File: config.mk
export PLATFORM = sky130hd
export DESIGN_NAME = button_conditioner
export DESIGN_NICKNAME = d
export VERILOG_FILES = /design/src/rtl/button_conditioner.sv
export SDC_FILE = /design/constraint.sdc
export NUM_CORES = 1
export LEC_CHECK = 0
export BUFFER_PORTS_ARGS = -buffer_cell sky130_fd_sc_hd__buf_2
export CAP_MARGIN = 40
export CORE_ASPECT_RATIO = 0.8
export CORE_MARGIN = 1.5
export CORE_UTILIZATION = 60
export CTS_CLUSTER_DIAMETER = 50
export CTS_CLUSTER_SIZE = 16
export DETAILED_ROUTE_END_ITERATION = 8
export GPL_TIMING_DRIVEN = 0
export PLACE_DENSITY_LB_ADDON = 0.25
export SETUP_SLACK_MARGIN = 0.1
export SLEW_MARGIN = 20
export SYNTH_ARGS = -nofsm -noshare
export SYNTH_HDL_FRONTEND = slang
export SYNTH_SLANG_ARGS = --single-unit
File: constraint.sdc
create_clock -name cin -period 5.8 [get_ports cin]
set_clock_uncertainty 0.2 [all_clocks]
set_input_delay 0.29 -clock cin [delete_from_list [all_inputs] [get_ports cin]]
set_output_delay 0.29 -clock cin [all_outputs]
set_load 0.02 [all_outputs]
File: src/rtl/button_conditioner.sv
// Input front end for the countdown timer: synchronise, debounce and edge-detect the KEY/SW
// levels, and derive a long-press event and a registered run/pause level.
module button_conditioner #(
    parameter int DEBOUNCE_CYCLES   = 1000000,
    parameter int LONG_PRESS_CYCLES = 100000000,
    parameter int CW                = 32
) (
    input  logic       cin,
    input  logic       rst,
    input  logic [1:0] button,
    input  logic       sw,
    output logic       reset_pulse,
    output logic       hold_pulse,
    output logic       pause_pulse,
    output logic       run,
    output logic       sw_level,
    output logic       sw_edge
);

    localparam int NUM_IN = 3;
    // Lanes 0/1 are active-low keys (idle high); lane 2 is the preset switch (idle low).
    localparam logic [NUM_IN-1:0] INIT = 3'b011;

    typedef enum logic [1:0] {IDLE, HELD, FIRED} hold_state_t;

    logic [NUM_IN-1:0]         raw;
    logic [NUM_IN-1:0]         sync1;
    logic [NUM_IN-1:0]         sync2;
    logic [NUM_IN-1:0]         acc;
    logic [NUM_IN-1:0][CW-1:0] cnt;
    logic [1:0]                btn_prev;
    logic [1:0]                press;
    logic                      release0;
    hold_state_t               hold_state;
    logic [CW-1:0]             hold_cnt;

    assign raw      = {sw, button};
    assign press    = btn_prev & ~acc[1:0];
    assign release0 = ~btn_prev[0] & acc[0];

    // Per-lane 2-flop synchroniser and stability counter.
    always_ff @(posedge cin or posedge rst) begin
        if (rst) begin
            sync1 <= INIT;
            sync2 <= INIT;
            acc   <= INIT;
            cnt   <= '0;
        end else begin
            sync1 <= raw;
            sync2 <= sync1;
            for (int i = 0; i < NUM_IN; i++) begin
                if (sync2[i] == acc[i]) begin
                    cnt[i] <= '0;
                end else if (cnt[i] == CW'(DEBOUNCE_CYCLES - 1)) begin
                    acc[i] <= sync2[i];
                    cnt[i] <= '0;
                end else begin
                    cnt[i] <= cnt[i] + CW'(1);
                end
            end
        end
    end

    // Edge detection one cycle after acceptance; sw_level doubles as the previous sw value.
    always_ff @(posedge cin or posedge rst) begin
        if (rst) begin
            btn_prev    <= 2'b11;
            reset_pulse <= 1'b0;
            pause_pulse <= 1'b0;
            run         <= 1'b1;
            sw_level    <= 1'b0;
            sw_edge     <= 1'b0;
        end else begin
            btn_prev    <= acc[1:0];
            reset_pulse <= press[0];
            pause_pulse <= press[1];
            if (press[1]) run <= ~run;
            sw_level    <= acc[2];
            sw_edge     <= acc[2] ^ sw_level;
        end
    end

    // Held count is 1 on the press cycle, so the fire cycle is LONG_PRESS_CYCLES-1 after it.
    always_ff @(posedge cin or posedge rst) begin
        if (rst) begin
            hold_state <= IDLE;
            hold_cnt   <= '0;
            hold_pulse <= 1'b0;
        end else begin
            hold_pulse <= 1'b0;
            case (hold_state)
                IDLE: begin
                    if (press[0]) begin
                        hold_cnt <= CW'(1);
                        if (LONG_PRESS_CYCLES <= 1) begin
                            hold_state <= FIRED;
                            hold_pulse <= 1'b1;
                        end else begin
                            hold_state <= HELD;
                        end
                    end
                end
                HELD: begin
                    if (release0) begin
                        hold_state <= IDLE;
                        hold_cnt   <= '0;
                    end else begin
                        hold_cnt <= hold_cnt + CW'(1);
                        if (hold_cnt == CW'(LONG_PRESS_CYCLES - 1)) begin
                            hold_state <= FIRED;
                            hold_pulse <= 1'b1;
                        end
                    end
                end
                FIRED: begin
                    if (release0) begin
                        hold_state <= IDLE;
                        hold_cnt   <= '0;
                    end
                end
                default: hold_state <= IDLE;
            endcase
        end
    end

endmodule
# Word level (Yosys, flattened, before mapping)
# Cells that the tools add are included.
# W data, S select, Z words.
[totals] out_inout_bits=6 register_bits=147
[op_classes] n_reduce_logical=7 addsub=4 bitwise=9 n_eq_ne=12 mux=18
[op_table] operator="$mux W32" count=9
[op_table] operator="$add A32 B1 Y32 const B" count=4
[op_table] operator="$eq A32 B20 Y1 const B" count=3
[op_table] operator="$pmux W32 S3" count=1
[op_table] operator="$eq A32 B27 Y1 const B" count=1
[op_table] operator="$mux W2" count=4
[op_table] operator="$pmux W2 S3" count=1
[op_table] operator="$reduce_and A2 Y1" count=3
[op_table] operator="$reduce_and A3 Y1" count=2
[op_table] operator="$not A1 Y1" count=5
[op_table] operator="$ne A2 B2 Y1 const B" count=2
[op_table] operator="$eq A1 B1 Y1" count=3
[op_table] operator="$mux W1" count=3
[op_table] operator="$ne A3 B3 Y1 const B" count=1
[op_table] operator="$reduce_bool A3 Y1" count=1
[op_table] operator="$and A2 B2 Y2" count=1
[op_table] operator="$eq A2 B1 Y1 const B" count=1
[op_table] operator="$eq A2 B2 Y1 const B" count=1
[op_table] operator="$logic_not A2 Y1" count=1
[op_table] operator="$not A2 Y2" count=1
[op_table] operator="$and A1 B1 Y1" count=1
[op_table] operator="$xor A1 B1 Y1" count=1

# Longest topological paths before layout
# Gate-level depths: netlist (run 1).
[logic_depth] depth_word=4 depth_mapped=8 mapped_depth_nobuf=7

# Least setup slack after synthesis (run 1)
# Ideal clock, no wire load.
[synth_timing] kind="flip-flop to flip-flop" start="register hold_state[0]" end="register hold_cnt[18]" required_time_ns=5.523 t_arrival_ns=2.142 setup_time_ns=0.077 n_path_buf=1 synth_period_minus_slack_ns=2.419 setup_slack_ns=3.381 stages_incl_launch_ff=9 path_cell_list="dfrtp_1 inv_1 ha_1 nor4b_4 and2_1 buf_4 nor2_2 or4_1 a21oi_1"
[synth_via] elab_chain_len=3
[synth_rtl] element="from (decl)" line_no="34" rtl="hold_state_t hold_state;"
[synth_rtl] element="from (signal assigned)" line_no="86" rtl="hold_state <= IDLE;"
[synth_rtl] element="from (signal assigned)" line_no="96" rtl="hold_state <= FIRED;"
[synth_rtl] element="from (signal assigned)" line_no="99" rtl="hold_state <= HELD;"
[synth_rtl] element="$eq A2 B2 Y1 (tied with other cells)" line_no="91" rtl="case (hold_state)"
[synth_rtl] element="$ne A2 B2 Y1 (no source line) or $reduce_bool A3 Y1 (tied branches)"
[synth_rtl] element="$reduce_and A3 Y1 (no source line)"
[synth_rtl] element="to (signal assigned)" line_no="108" rtl="hold_cnt <= hold_cnt + CW'(1);"
[synth_rtl] element="to (decl)" line_no="35" rtl="logic [CW-1:0] hold_cnt;"
# Parallel ways exist; a longest one is shown, timed or not.
# A chain may end at the register's enable or synchronous reset.

# Worst setup path in the final report (run 1)
[layout_timing] start="register hold_state[0]" end="register hold_cnt[28]"
# Same word-level chain as after synthesis.

==> impl_table.tex, run 1 <==
\begin{tabular}{lr}
\hline
Metric & Value \\
\hline
\multicolumn{2}{l}{\textbf{Layout}} \\
\quad Layout cells sized above 1 & roughly 9.6\% \\
\quad Number of fillers in the final layout & between 800 and 900 \\
\quad Synthesis-to-layout area growth & 12.4\% \\
\quad Diodes inserted & 0 \\
\quad Nets@finish & roughly 800 \\
\multicolumn{2}{l}{\textbf{Clocking}} \\
\quad Register clock-pin slew on the reported worst setup and hold paths & around 60 ps \\
\quad Number of clock buffers inserted by TritonCTS & 17 \\
\quad Buffer levels on the longest clock path & 2 \\
\quad Worst-Skew Late Latency & approximately 430 ps \\
\quad Clock root cell & sky130\_fd\_sc\_hd\_\_clkbuf\_16 \\
\quad CTS HTree Levels & 4 \\
\quad Number of gates given a new drive strength after cts & 0 \\
\quad Post-CTS setup buffers & 0 \\
\quad TritonCTS clock tree & yes \\
\quad Number of sinks handled by clock tree synthesis & 147 \\
\multicolumn{2}{l}{\textbf{Timing}} \\
\quad Hold Fails Final Rpt & 0 \\
\quad Worst hold slack & about 160 ps \\
\quad Peak clock frequency supported by timing & between 300 and 400 MHz \\
\quad RSZ-0062 raised after global routing & false \\
\quad Post-layout minimum cycle time & about 2800 ps \\
\quad Final Slew Violations & 0 \\
\quad Slew headroom & 47.5\% \\
\quad Slew @ Worst Pin & roughly 800 ps \\
\quad Final setup vio count & 0 \\
\quad Part of the cycle the worst path needs & between 40 and 50\% \\
\quad Sum of negative setup slack & 0 ps \\
\multicolumn{2}{l}{\textbf{Logic synthesis}} \\
\quad Number of register bits inferred by synthesis & $\sim$150 \\
\quad Fraction of the mapped netlist area in compound gates & between 7 and 8\% \\
\quad Leading cell types by count after synthesis & 138 x sky130\_fd\_sc\_hd\_\_dfrtp\_1, 120 x sky130\_fd\_sc\_hd\_\_nor2\_1, 59 x sky130\_fd\_sc\_hd\_\_xor2\_1, 48 x sky130\_fd\_sc\_hd\_\_nand3\_1, 46 x sky130\_fd\_sc\_hd\_\_nand2\_1 \\
\quad Seq/Total Area, Yosys & 50.2\% \\
\quad Post-Synthesis Net Count & around 770 \\
\quad Commonest register cell after synthesis & sky130\_fd\_sc\_hd\_\_dfrtp\_1 \\
\quad Post-synthesis mux area share & less than 1\% \\
\quad Post-Synth Simple-Gate Area & 26.9\% \\
\quad Mean area per synthesized cell & between 9 and 10 um\^{}2 \\
\quad Xor and xnor area share after synthesis & between 10\% and 20\% \\
\quad Dominant combinational cell family by area after synthesis & simple AND/OR/NAND/NOR gates \\
\quad Share of synthesized cell area in full adder, half adder and majority cells & 1.36\% \\
\quad Library cell with the highest instance count after synthesis & sky130\_fd\_sc\_hd\_\_dfrtp\_1 \\
\quad Number of synthesized flops with an enable pin & 0 \\
\quad Synthesized area & 0.00735 mm\^{}2 \\
\quad Share of synthesized registers carrying an async set or reset & 100\% \\
\quad Count of unique library cells instantiated by Yosys & 52 \\
\quad Total number of yosys warnings & 0 \\
\quad Number of instances in the synthesized netlist & roughly 750 \\
\quad Synth area leaders & sky130\_fd\_sc\_hd\_\_dfrtp\_1 47\%, sky130\_fd\_sc\_hd\_\_xor2\_1 7.0\%, sky130\_fd\_sc\_hd\_\_nor2\_1 6.1\% \\
\quad Fraction of post-synthesis cell area in the top cell type by area & between 40\% and 50\% \\
\quad Synth area leader & sky130\_fd\_sc\_hd\_\_dfrtp\_1 \\
\multicolumn{2}{l}{\textbf{Drt}} \\
\quad Drt total wl & between 15 and 20 mm \\
\quad Starting DRT DRC Count & around 600 \\
\quad Post-route DRC violation count & 0 \\
\quad Pre-antenna DRT Iters & 5 \\
\quad Via/cell ratio & 6.17 \\
\quad Via Count & just under 6,000 \\
\quad Routed length per instance & around 16 um \\
\quad DRT antenna net count & 0 \\
\multicolumn{2}{l}{\textbf{Global routing}} \\
\quad Antenna violations before repair & 0 \\
\quad Maximum number of pins on one net before global-route repair & a little under 80 \\
\quad Number of global-route vias before repair & approximately 5,600 \\
\quad First-pass GRT wire length & approximately 27 mm \\
\quad Global routing usage summed across all routing layers & about 26\% \\
\quad Grt ovf & 0 \\
\multicolumn{2}{l}{\textbf{Die}} \\
\quad Die X-Extent & between 100 and 150 um \\
\quad Area of the core region & 0.0117 mm\^{}2 \\
\quad Total number of placement rows & 35 \\
\quad Die area & 0.0129 mm\^{}2 \\
\quad Die Span Y & around 100 um \\
\quad Top Ports & 11 \\
\quad Initial Utilization & between 60\% and 70\% \\
\multicolumn{2}{l}{\textbf{Critical path}} \\
\quad Arr. time, crit path & 2930 ps \\
\quad Capturing element type of the critical path & flip-flop \\
\quad Required time at the endpoint of the critical path & between 5000 and 6000 ps \\
\quad Nature of the critical path startpoint & flip-flop \\
\quad Crit path max fanout & 8 \\
\quad Start-to-end type of the worst setup path & flip-flop to flip-flop \\
\multicolumn{2}{l}{\textbf{Place}} \\
\quad Count of port buffers added during placement & 10 \\
\quad Gpl congestion & 0.844 \\
\quad DPL Wire Length & around 10 mm \\
\multicolumn{2}{l}{\textbf{Run}} \\
\quad Max-cap violation count & 0 \\
\multicolumn{2}{l}{\textbf{Outcome}} \\
\quad Outcome & complete, no violations \\
\multicolumn{2}{l}{\textbf{Power and ir drop}} \\
\quad Standby leakage power & 3.40 nW \\
\quad Power Total & between 2 and 2.5 mW \\
\quad Worst IR drop on VDD & $\sim$0.22 mV \\
\quad Total power density per cell area & approximately 270 mW/mm\^{}2 \\
\multicolumn{2}{l}{\textbf{Worst hold path}} \\
\quad Worst Hold Class & flip-flop to flip-flop \\
\hline
\end{tabular}
-- cells by family (layout without fill, tap and decap cells) --
kind of cell | count (synthesis) | count (layout)
buffers and inverters | 42 | 89
multiplexers | 5 | 5
adder cells (fa/ha/maj) | 8 | 8
XOR/XNOR | 95 | 95
AO/OA/AOI/OAI | 83 | 83
AND/OR/NAND/NOR | 374 | 374
flip-flops | 147 | 147
-- routing by layer --
metal  part of all wire, %  GRT usage [%]  vias to the layer above
met5                     0              0                        -
met4                   1.6           11.0                        0
met3                   4.1           4.66                       29
met2                    48           40.9                      174
met1                    46           35.9                     2899
li1                      -              -                     2757
-- cell usage in the layout (no fill, tap or decap), types with 3 or more instances in the layout --
cell type / instances
sky130_fd_sc_hd__nor3_1: 10
sky130_fd_sc_hd__nand4_1: 40
sky130_fd_sc_hd__a31oi_1: 3
sky130_fd_sc_hd__dlygate4sd3_1: 4
sky130_fd_sc_hd__nor4b_1: 6
sky130_fd_sc_hd__mux2_2: 4
sky130_fd_sc_hd__o211ai_1: 5
sky130_fd_sc_hd__nor4_1: 24
sky130_fd_sc_hd__or2_2: 4
sky130_fd_sc_hd__and2_1: 6
sky130_fd_sc_hd__ha_1: 8
sky130_fd_sc_hd__o21ai_0: 26
sky130_fd_sc_hd__or3_1: 14
sky130_fd_sc_hd__inv_1: 17
sky130_fd_sc_hd__clkbuf_1: 17
sky130_fd_sc_hd__or4_1: 8
sky130_fd_sc_hd__xor2_1: 59
sky130_fd_sc_hd__a21oi_1: 27
sky130_fd_sc_hd__inv_6: 4
sky130_fd_sc_hd__o31ai_1: 12
sky130_fd_sc_hd__nor2b_1: 5
sky130_fd_sc_hd__inv_8: 4
sky130_fd_sc_hd__nand3_1: 48
sky130_fd_sc_hd__nand2_1: 46
sky130_fd_sc_hd__dfstp_2: 9
sky130_fd_sc_hd__and4_1: 16
sky130_fd_sc_hd__nor2_1: 120
sky130_fd_sc_hd__clkinvlp_4: 3
sky130_fd_sc_hd__buf_2: 14
sky130_fd_sc_hd__buf_1: 3
sky130_fd_sc_hd__dfrtp_1: 138
sky130_fd_sc_hd__clkbuf_16: 17
sky130_fd_sc_hd__and3_1: 13
sky130_fd_sc_hd__xnor2_1: 36
-- per-stage QoR --
step                instance area, um^2  util (%)  instances  worst slack (ps)
floorplan                          7350         -        754              1370
global placement                   7590      64.6        912             -92.2
detailed placement                 7620      64.9        913              3070
CTS                                8260      70.4        949              3050
global route                       8260      70.4        949              2860
finish                             8260      70.4        949              3020
-- worst paths after layout --
kind                                from            to  slack, ps  depth (start not counted)
setup / recovery           hold_state[0]  hold_cnt[28]       3020                          8
hold / removal                  sync1[2]      sync2[2]        160                          0
setup reg to reg           hold_state[0]  hold_cnt[28]       3020                          8
hold reg to reg                 sync1[2]      sync2[2]        160                          0
max in group asynchronous            rst           run       4320                          4
min in group asynchronous            rst       cnt[13]        270                          3
-- layout make-up --
type                    count  area [um^2]  share of cell area, %
clock buffers              18          429                   5.20
plain buffers              24         98.8                   1.20
flip-flops and latches    147         3690                   44.7
clock inverters            14          169                   2.05
multi-input cells         565         3490                   42.3
well taps                 148          185                   2.24
inverters                  18         75.1                  0.909
repair buffers             15          118                   1.42
-- registers in the layout, indices dropped and copies added (netlist names) --
name and flops:
hold_pulse 1, sync2 3, run 1, sw_edge 1, pause_pulse 1, hold_cnt 32
acc 3, cnt 96, sw_level 1, btn_prev 2, hold_state 2, sync1 3
reset_pulse 1
-- worst max-delay path: stages, from the launching register on --
cell and delay (ps):
sky130_fd_sc_hd__dfrtp_1 390, sky130_fd_sc_hd__inv_1 80, sky130_fd_sc_hd__ha_1 330, sky130_fd_sc_hd__nor4b_4 530
sky130_fd_sc_hd__and2_1 200, sky130_fd_sc_hd__buf_4 170, sky130_fd_sc_hd__o2111ai_2 230, sky130_fd_sc_hd__or3_1 410
sky130_fd_sc_hd__a21oi_1 150
-- repair_timing --
item / in CTS / in global routing
endpoints found under the hold margin: 69 / 0
hold buffers: 4 / 0
endpoints found under the setup margin: 0 / 0
-- power breakdown --
part / total, mW / switching [mW] / internal (mW)
sequential: 1.04 / 0.00715 / 1.03
combinational: 0.0497 / 0.0368 / 0.0129
clock: 1.12 / 0.468 / 0.648
(Power assumes the default switching activity.)
==> run 2: changes to the inputs <==
--- a/config.mk
+++ b/config.mk
@@ -5,11 +5,12 @@
 export SDC_FILE = /design/constraint.sdc
 export NUM_CORES = 1
 export LEC_CHECK = 0
+export ABC_AREA = 1
 export BUFFER_PORTS_ARGS = -buffer_cell sky130_fd_sc_hd__buf_2
 export CAP_MARGIN = 40
 export CORE_ASPECT_RATIO = 0.8
 export CORE_MARGIN = 1.5
-export CORE_UTILIZATION = 60
+export CORE_UTILIZATION = 58
 export CTS_CLUSTER_DIAMETER = 50
 export CTS_CLUSTER_SIZE = 16
 export DETAILED_ROUTE_END_ITERATION = 8
==> constraint.sdc (replaced) <==
create_clock -name cin -period 2.5 [get_ports cin]
set_clock_uncertainty 0.2 [all_clocks]
set_input_delay 0.125 -clock cin [delete_from_list [all_inputs] [get_ports cin]]
set_output_delay 0.125 -clock cin [all_outputs]
set_load 0.02 [all_outputs]
==> run 2 against run 1 <==
Against the previous run: hold slack worse by 73 ps; clock power is 130% higher; design area is 17% higher; critical path depth is 1 higher; via count is 39% higher; sequential power is 130% higher; sequential share of layout area is 6.5 points lower; area after synthesis is 18% higher; critical endpoint is now cnt[84].
==> impl_table.tex, run 2 <==
\begin{tabular}{lr}
\hline
Metric & Value \\
\hline
\multicolumn{2}{l}{\textbf{Logic synthesis}} \\
\quad Number of synthesized flops with an enable pin & 0 \\
\quad Synthesized area & $\sim$0.0087 mm\^{}2 \\
\quad Synth area leader & sky130\_fd\_sc\_hd\_\_dfrtp\_1 \\
\quad Seq/Total Area, Yosys & between 40 and 50\% \\
\quad Total number of yosys warnings & 0 \\
\quad Share of synthesized registers carrying an async set or reset & between 90\% and 100\% \\
\quad Synth area leaders & sky130\_fd\_sc\_hd\_\_dfrtp\_1 40\%, sky130\_fd\_sc\_hd\_\_nand2\_1 17\%, sky130\_fd\_sc\_hd\_\_nor2\_1 13\% \\
\quad Post-Synthesis Net Count & 1,293 \\
\quad Number of register bits inferred by synthesis & 147 \\
\quad Leading cell types by count after synthesis & 382 x sky130\_fd\_sc\_hd\_\_nand2\_1, 298 x sky130\_fd\_sc\_hd\_\_nor2\_1, 157 x sky130\_fd\_sc\_hd\_\_inv\_1, 138 x sky130\_fd\_sc\_hd\_\_dfrtp\_1, 86 x sky130\_fd\_sc\_hd\_\_nand3\_1 \\
\quad Mean area per synthesized cell & between 6 and 7 um\^{}2 \\
\quad Commonest register cell after synthesis & sky130\_fd\_sc\_hd\_\_dfrtp\_1 \\
\quad Count of unique library cells instantiated by Yosys & 31 \\
\quad Number of instances in the synthesized netlist & 1,280 \\
\quad Library cell with the highest instance count after synthesis & sky130\_fd\_sc\_hd\_\_nand2\_1 \\
\quad Fraction of post-synthesis cell area in the top cell type by area & about two fifths \\
\multicolumn{2}{l}{\textbf{Drt}} \\
\quad Via Count & slightly above 8,000 \\
\quad Post-route DRC violation count & 0 \\
\quad Pre-antenna DRT Iters & 6 \\
\quad DRT antenna net count & 0 \\
\quad Starting DRT DRC Count & $\sim$830 \\
\quad Via/cell ratio & 5.40 \\
\quad Routed length per instance & between 10 and 15 um \\
\quad Drt total wl & around 21 mm \\
\multicolumn{2}{l}{\textbf{Critical path}} \\
\quad Start-to-end type of the worst setup path & flip-flop to flip-flop \\
\quad Capturing element type of the critical path & flip-flop \\
\quad Nature of the critical path startpoint & flip-flop \\
\quad Slowest cell on crit path & sky130\_fd\_sc\_hd\_\_dfrtp\_1 \\
\quad Crit-path cells & ha\_1 > nand2\_1 > nor2\_1 > nand2\_1 > inv\_1 > nand2\_1 > nor2\_1 > xor2\_1 > nor2\_1 \\
\quad Crit path max fanout & 4 \\
\quad Arr. time, crit path & roughly 2300 ps \\
\quad Required time at the endpoint of the critical path & between 2000 and 3000 ps \\
\quad Largest incremental delay on the critical path & roughly 400 ps \\
\multicolumn{2}{l}{\textbf{Die}} \\
\quad Top Ports & 11 \\
\quad Initial Utilization & around 60\% \\
\quad Area of the core region & roughly 0.014 mm\^{}2 \\
\quad Die Span Y & $\sim$110 um \\
\quad Die area & between 0.015 and 0.02 mm\^{}2 \\
\quad Total number of placement rows & 39 \\
\quad Die X-Extent & around 140 um \\
\multicolumn{2}{l}{\textbf{Layout}} \\
\quad Synthesis-to-layout area growth & 11.6\% \\
\quad Number of fillers in the final layout & around 1,300 \\
\quad Largest registers & cnt: 96 flops, hold\_cnt: 32 flops \\
\quad Largest register by flop count & cnt \\
\quad Commonest non-fill, non-tap cells in the layout & 382 x sky130\_fd\_sc\_hd\_\_nand2\_1, 298 x sky130\_fd\_sc\_hd\_\_nor2\_1, 156 x sky130\_fd\_sc\_hd\_\_inv\_1, 138 x sky130\_fd\_sc\_hd\_\_dfrtp\_1, 86 x sky130\_fd\_sc\_hd\_\_nand3\_1 \\
\quad Diodes inserted & 0 \\
\quad Nets@finish & 1,330 \\
\quad Layout cells sized above 1 & between 5 and 6\% \\
\quad Flip-flop count of the largest register, all copies and words added & 96 \\
\quad Post-route standard cell area excluding fillers & a little under 0.01 mm\^{}2 \\
\quad Most common library cell in the layout ignoring fill and taps & sky130\_fd\_sc\_hd\_\_nand2\_1 \\
\multicolumn{2}{l}{\textbf{Power and ir drop}} \\
\quad Standby leakage power & 4.29 nW \\
\quad Total power density per cell area & around 530 mW/mm\^{}2 \\
\quad Power Total & 5.13 mW \\
\quad Worst IR drop on VDD & around 0.52 mV \\
\multicolumn{2}{l}{\textbf{Timing}} \\
\quad Part of the cycle the worst path needs & slightly below 90\% \\
\quad Peak clock frequency supported by timing & between 400 and 500 MHz \\
\quad RSZ-0062 raised after global routing & false \\
\quad Final setup vio count & 0 \\
\quad Sum of negative setup slack & 0 ps \\
\quad Slew @ Worst Pin & 611 ps \\
\quad Hold Fails Final Rpt & 0 \\
\quad Post-layout minimum cycle time & 2210 ps \\
\quad Slew headroom & approximately three fifths \\
\quad Final Slew Violations & 0 \\
\multicolumn{2}{l}{\textbf{Global routing}} \\
\quad Global routing usage summed across all routing layers & around 29\% \\
\quad Antenna violations before repair & 0 \\
\quad Grt ovf & 0 \\
\quad Maximum number of pins on one net before global-route repair & 35 \\
\quad Number of global-route vias before repair & $\sim$7,700 \\
\quad First-pass GRT wire length & $\sim$36 mm \\
\multicolumn{2}{l}{\textbf{Clocking}} \\
\quad CTS HTree Levels & 4 \\
\quad Number of gates given a new drive strength after cts & 0 \\
\quad Clock root cell & sky130\_fd\_sc\_hd\_\_clkbuf\_16 \\
\quad Register clock-pin slew on the reported worst setup and hold paths & $\sim$60 ps \\
\quad Post-CTS setup buffers & 0 \\
\quad Number of clock buffers inserted by TritonCTS & 17 \\
\quad Number of sinks handled by clock tree synthesis & 147 \\
\quad Buffer levels on the longest clock path & 2 \\
\quad TritonCTS clock tree & yes \\
\quad Worst-Skew Late Latency & roughly 430 ps \\
\multicolumn{2}{l}{\textbf{Place}} \\
\quad Placed instance area & between 0.009 and 0.01 mm\^{}2 \\
\quad Gpl congestion & 0.978 \\
\quad DPL Wire Length & approximately 16 mm \\
\quad Count of port buffers added during placement & 10 \\
\multicolumn{2}{l}{\textbf{Run}} \\
\quad Max-cap violation count & 0 \\
\multicolumn{2}{l}{\textbf{Worst hold path}} \\
\quad Worst Hold Class & input pin to asynchronous set/reset pin \\
\multicolumn{2}{l}{\textbf{Outcome}} \\
\quad Outcome & complete, no violations \\
\hline
\end{tabular}
## run 2: changes by cell type after synthesis, sizes merged, moves of 16 or more
cell   before  now
inv        18  159
xnor2      36   15
xor2       59   29
and4       16    0
nor3       12   61
nor2      121  307
nand2      46  383
nand3      48   87
nor4       26    0
## run 2: cell type report
class / instances / area [um^2] / share of cell area [%]
repair buffers: 18 / 170 / 1.76
clock inverters: 10 / 125 / 1.29
plain buffers: 11 / 62.6 / 0.647
flip-flops and latches: 147 / 3690 / 38.2
clock buffers: 22 / 474 / 4.91
well taps: 184 / 230 / 2.38
inverters: 159 / 601 / 6.22
multi-input cells: 963 / 4310 / 44.6
## run 2: cell families after synthesis
kind of cell             synth area share (%)
buffers and inverters                    7.61
adder cells (fa/ha/maj)                  1.16
flip-flops                               42.6
AND/OR/NAND/NOR                          41.9
XOR/XNOR                                 4.45
AO/OA/AOI/OAI                            2.28
## run 2: worst paths after layout
path / from / end / slack [ps] / cells past startpoint
worst max-delay path: cnt[64] / cnt[84] / 290 / 9
worst min-delay path: rst / cnt[60] / 80 / 3
worst max register to register: cnt[64] / cnt[84] / 290 / 9
worst min register to register: sync1[0] / sync2[0] / 150 / 0
max in group asynchronous: rst / sync1[0] / 1170 / 5
min in group cin: sw / sync1[2] / 130 / 2
## run 2: metal layers
metal / routed length (um) / global-route usage (%) / up-vias
li1: - / - / 4070
met1: 10100 / 42.0 / 3747
met2: 9320 / 44.3 / 320
met3: 1610 / 5.89 / 33
met4: 263 / 8.28 / 0
met5: 0 / 0 / -
## run 2: per-stage QoR
stage	std cells	setup WS, ps	hold slack [ps]	util, %
final	1514	292	83.0	66.9
after global routing	1514	109	112	66.9
after CTS	1514	315	80.1	66.9
after detailed placement	1478	332	-8.72	62.5
after global placement	1474	-613	30.6	61.9
after floorplan	1280	335	-70.5	-
## run 2: critical path, delay by kind of cell, from the launching register on
kind | cells | cell delay, ps
flip-flops | 1 | 390
XOR/XNOR | 1 | 170
AND/OR/NAND/NOR | 6 | 920
adder cells (fa/ha/maj) | 1 | 260
buffers and inverters | 1 | 140
## run 2: report_power, final
group	total, mW	internal (mW)	switching (mW)
clock	2.59	1.56	1.03
sequential	2.41	2.40	0.0124
combinational	0.128	0.0345	0.0936
total	5.13	3.99	1.14
## run 2: what timing repair did
| action | in CTS | in global routing |
|---|---|---|
| endpoints found under the setup margin | 0 | 0 |
| hold buffers | 4 | 0 |
| endpoints found under the hold margin | 116 | 0 |
